===== config.mk =====
export PLATFORM = sky130hd
export DESIGN_NAME = mux_scan_controller
export DESIGN_NICKNAME = d
export VERILOG_FILES = /design/src/rtl/mux_scan_controller.sv
export SDC_FILE = /design/constraint.sdc
export NUM_CORES = 1
export LEC_CHECK = 0
export BUFFER_PORTS_ARGS = -buffer_cell sky130_fd_sc_hd__buf_4
export CAP_MARGIN = 20
export CORE_UTILIZATION = 55
export DETAILED_ROUTE_END_ITERATION = 6
export GPL_TIMING_DRIVEN = 0
export MAX_ROUTING_LAYER = met4
export PLACE_DENSITY = 0.77
export SLEW_MARGIN = 40
export SYNTH_ARGS = -nofsm -noshare
export SYNTH_HDL_FRONTEND = slang
export SYNTH_SLANG_ARGS = --single-unit
export TNS_END_PERCENT = 20

===== constraint.sdc =====
create_clock -name CLK -period 1.95 [get_ports CLK]
set_input_delay 0.195 -clock CLK [delete_from_list [all_inputs] [get_ports CLK]]
set_output_delay 0.195 -clock CLK [all_outputs]
set_load 0.1 [all_outputs]

===== src/rtl/mux_scan_controller.sv =====
`timescale 1ns/1ps
// mux_scan_controller: sequences an 8:1 mux (active-high disable, 3-bit select)
// through all eight inputs, waits SETTLE cycles per select value, samples Z and
// presents the eight samples as one byte on a VALID/ACK handshake.
module mux_scan_controller #(
  // Cycles S is held stable before Z is sampled; legal range 1..15.
  parameter int unsigned SETTLE = 1
) (
  input  logic       CLK,
  input  logic       RST_N,
  input  logic       START,
  input  logic       ABORT,
  input  logic       Z,
  output logic       E,
  output logic [2:0] S,
  output logic [7:0] D,
  output logic       VALID,
  input  logic       ACK,
  output logic       BUSY
);

  typedef enum logic [1:0] {
    ST_IDLE,
    ST_SETTLE,
    ST_SAMPLE,
    ST_HOLD
  } state_t;

  // Last counter value spent in SETTLE; the counter width covers SETTLE up to 15.
  localparam logic [3:0] CNT_LAST = 4'(SETTLE - 1);

  state_t      state_q, state_d;
  logic [3:0]  cnt_q,   cnt_d;
  logic [2:0]  s_q,     s_d;
  logic        e_q,     e_d;
  logic [7:0]  d_q,     d_d;
  logic        valid_q, valid_d;
  logic        busy_q,  busy_d;
  logic [7:0]  buf_q,   buf_d;

  // State and registered outputs; reset discards any partial scan immediately.
  always_ff @(posedge CLK or negedge RST_N) begin
    if (!RST_N) begin
      state_q <= ST_IDLE;
      cnt_q   <= 4'd0;
      s_q     <= 3'd0;
      e_q     <= 1'b1;
      d_q     <= 8'h00;
      valid_q <= 1'b0;
      busy_q  <= 1'b0;
      buf_q   <= 8'h00;
    end else begin
      state_q <= state_d;
      cnt_q   <= cnt_d;
      s_q     <= s_d;
      e_q     <= e_d;
      d_q     <= d_d;
      valid_q <= valid_d;
      busy_q  <= busy_d;
      buf_q   <= buf_d;
    end
  end

  // Next-state and next-output logic; every register holds unless a state acts on it.
  always_comb begin
    state_d = state_q;
    cnt_d   = cnt_q;
    s_d     = s_q;
    e_d     = e_q;
    d_d     = d_q;
    valid_d = valid_q;
    buf_d   = buf_q;

    case (state_q)
      ST_IDLE: begin
        if (START) begin
          state_d = ST_SETTLE;
          e_d     = 1'b0;
          s_d     = 3'd0;
          cnt_d   = 4'd0;
          buf_d   = 8'h00;
        end
      end

      ST_SETTLE: begin
        if (ABORT) begin
          // Cancel: mux disabled, partial buffer dropped, D/VALID untouched.
          state_d = ST_IDLE;
          e_d     = 1'b1;
          s_d     = 3'd0;
          cnt_d   = 4'd0;
          buf_d   = 8'h00;
        end else if (cnt_q == CNT_LAST) begin
          state_d = ST_SAMPLE;
          cnt_d   = 4'd0;
        end else begin
          cnt_d = cnt_q + 4'd1;
        end
      end

      ST_SAMPLE: begin
        if (ABORT) begin
          // Abort wins over the capture in the same edge.
          state_d = ST_IDLE;
          e_d     = 1'b1;
          s_d     = 3'd0;
          cnt_d   = 4'd0;
          buf_d   = 8'h00;
        end else begin
          buf_d[s_q] = Z;
          if (s_q == 3'd7) begin
            // Last bit comes straight from Z since buf_q does not hold it yet.
            d_d     = {Z, buf_q[6:0]};
            valid_d = 1'b1;
            e_d     = 1'b1;
            s_d     = 3'd0;
            state_d = ST_HOLD;
          end else begin
            s_d     = s_q + 3'd1;
            cnt_d   = 4'd0;
            state_d = ST_SETTLE;
          end
        end
      end

      ST_HOLD: begin
        // START is deliberately ignored here; a restart must be seen in IDLE.
        if (ACK) begin
          valid_d = 1'b0;
          state_d = ST_IDLE;
        end
      end

      default: begin
        state_d = ST_IDLE;
        e_d     = 1'b1;
        s_d     = 3'd0;
      end
    endcase

    busy_d = (state_d == ST_SETTLE) || (state_d == ST_SAMPLE);
  end

  assign E     = e_q;
  assign S     = s_q;
  assign D     = d_q;
  assign VALID = valid_q;
  assign BUSY  = busy_q;

endmodule


==> out/summary.md <==
Ranked by total cell area, the synthesized netlist is headed by dfrtp_1 47%, ha_1 8.1%, mux2_1 4.9%. In this run the static leakage power is 0.772 nW. The tools report the maximum vdd drop as 0.881 mV.

At the placement stage, the worst setup path has a slack of 0.191 ns. The share of final-layout standard cells stronger than drive strength 1 was 0.247. The path type of the worst min-delay path was in -> reg. The proportion of netlist area held by the largest area contributor works out to 0.469. Summed over all layers, the global routing overflow is 0.

TritonCTS built the clock tree. The run finished with clean final reports. The floorplan step defined a core boundary enclosing 2300 um^2. For this run, the number of Yosys warnings is 0. The element type at the critical path start was a flip-flop. The tools report the number of filler instances in the final layout as 195. Setup repair after global routing left no endpoint under its margin. The share of the clock period used by the worst path after layout was 0.914; the CTS sink count was 27. Counting I/O delays and the setup requirement, the final critical path takes 1.78 ns. Via count of the first global-routing pass: 1032. In the layout the commonest cells are 23 x dfrtp_1, 20 x buf_4, 13 x o21ai_1. In this run the clock root is driven by a clkbuf_4. In this run the worst setup path begins at state_q[1]. The standard-cell row count was 17; the die span in x was 52.2 um. The synthesized design spends more area on one cell type than any other, namely dfrtp_1. The final count of pins violating max slew is 0. At the end of the flow, the number of nets in the layout was 174. The pre-antenna-repair detailed-routing pass consisted of 6 iterations.

The area overhead of the layout relative to synthesis was 15.7%. Data on the critical path is required at its endpoint by 2.22 ns. The floorplan step defined a die boundary enclosing 2730 um^2. 0 antenna diodes ended up in the layout.

The tools report the gate count of the mapped netlist as 134. The run gives 2660 um as the post-detailed-routing wire length. In this run the critical register-to-register path is launched from state_q[1]. The synthesized netlist occupies a cell area of 1390 um^2. On the final layout, the worst hold slack is 0.111 ns. The initial antenna violation count came out at 0. Clock-pin slew was measured on the worst setup and hold paths at 0.15 ns. Count of state elements after synthesis: 27. Buffers plus inverters on the worst setup path: 1.

The multi-input combinational cells in the finished layout cover a total of 641 um^2. The die is 52.2 um tall. The tools report the critical path capture point type as a flip-flop. The tool flagged a number of max-cap violations equal to 0. Once placement finished, the instance area stood at 1570 um^2. Traced cell by cell, the critical path runs through inv_1 -> ha_1 -> nor2b_2 -> and2b_2 -> o21ai_1 -> mux2_1. The tools report the total number of H-tree levels as 1. The overall global routing resource usage was 0.233. The relative slew slack came out at 0.755. After clock tree synthesis, the setup repair step added 0 buffers. The arrival time reported for the critical path endpoint is 2.05 ns, and the via density per instance is 5.76.

In this run, CTS created clock tree buffers numbering 3. Timing would allow up to 561 MHz. The later-pin clock latency in the skew report is 0.33 ns. Dividing the detail-routed wire length by the instance count gives 14.3 um. For the initial core utilization, the log shows 0.603. The total number of vias is 1072, and the total chip power is 1.60 mW.

After the flow finishes, the layout carries non-filler instances totaling 186. On the final layout, the worst clock skew is 0.00804 ns. In this run the tool buffered the top-level ports with 19 buffer cells. The number of placed instances, taps included, is 181. The first global-routing pass estimated 4500 um of wire. The kind of cell with the highest combined delay along the critical path is simple AND/OR/NAND/NOR gates. Pin placement for this block handled 20 I/O pins. The starting DRC count in detailed routing is 15, and the largest fanout on the critical path is 6. On the worst path, the slowest cell contributes a delay of 0.45 ns. The most frequent standard cell in the layout excluding fill and tap cells is dfrtp_1.

Adding up every negative setup slack in the final design gives 0 ns. After legalization and detailed placement, the total HPWL measured 1910 um. The number of hold-slack violations in the final timing report came out at 0. The final non-filler cell area came out at 1600 um^2. The tools report the maximum number of pins on one net before global-route repair as 28. The area occupied by registers was 681 um^2; the utilization after layout was 0.698. For the pin with the worst max-slew slack, the measured transition is 0.368 ns. The mean instance size in the synthesized netlist works out to 10.3 um^2. In the routed design, unresolved DRC markers number 0. The maximum count of clock buffers along a single path was 2.

The startpoint-to-endpoint class of the critical path is reg -> reg. Setup violations remaining at the end of the flow were counted as 0. At the end of routability-driven placement, the weighted congestion stood at 0.842. Post-synthesis sequential area ratio: 0.488. For this design the ratio of total power to cell area is 999 nW/um^2.

The number of gates resized after CTS was 0. The worst-case setup margin in the final layout was 0.168 ns; the worst reg-to-reg setup slack was 0.17 ns. The detail route stage leaves a number of antenna-violating nets equal to 0. When the netlist entered floorplanning its net count stood at 149. The tools report the start point of the worst hold path as Z. The slowest stage of the critical path belongs to the cell dfrtp_1. The hold buffer count at CTS came out at 1. Synthesis instantiated 40 different standard cells from the library.
[flip-flops by register name, indices dropped and copies added, names as in the netlist]
name / count
VALID: 1
buf_q: 7
E: 1
cnt_q: 4
D: 8
state_q: 2
S: 3
BUSY: 1
[layout make-up]
cell class,count,area share
sequential,27,0.424
inverter,11,0.0257
multi-input combinational,92,0.399
clock buffer,4,0.0164
tap,28,0.0218
buffer,4,0.0172
timing repair buffer,20,0.0952
[worst paths after layout]
kind                       endpoint  cells after the start
setup / recovery                  E                      6
hold / removal                 D[7]                      2
setup reg to reg                  E                      6
hold reg to reg            buf_q[2]                      2
max in group asynchronous         E                      2
min in group asynchronous      S[2]                      2
[logic make-up after synthesis]
| group | count (synthesis) | synth area share |
|---|---|---|
| AO/OA/AOI/OAI | 38 | 0.171 |
| XOR/XNOR | 1 | 0.00632 |
| adder cells (fa/ha/maj) | 9 | 0.0812 |
| buffers and inverters | 15 | 0.0496 |
| flip-flops | 27 | 0.488 |
| multiplexers | 6 | 0.0487 |
| AND/OR/NAND/NOR | 38 | 0.154 |
[synthesized netlist by cell type, drive strengths merged]
library cell  count
o22ai             4
a31o              1
o31a              2
o21ai            17
or4               1
nor3b             1
o31ai             2
dfstp             1
nor2b             3
and2b             2
xor2              1
nand2            13
mux2              6
or2               1
a211oi            1
a31oi             1
nand3             5
o41ai             2
dfrtp            26
and3              1
or3               2
clkbuf            1
ha                9
a21oi             8
nor3              1
inv              11
nand2b            4
nor2              4
buf               3
[power breakdown]
group / switching, mW / total [mW] / internal (mW)
Sequential: 0.0431 / 0.658 / 0.615
Clock: 0.167 / 0.247 / 0.0801
Combinational: 0.472 / 0.698 / 0.226
Total: 0.682 / 1.60 / 0.921
[metal layers]
layer,track usage,vias up,part of all wire
met5,-,-,0
met4,0.0921,0,0.0087
met3,0.0290,2,0.039
met2,0.359,29,0.47
met1,0.315,527,0.48
li1,-,514,-
Power figures use the tool's default switching activity.
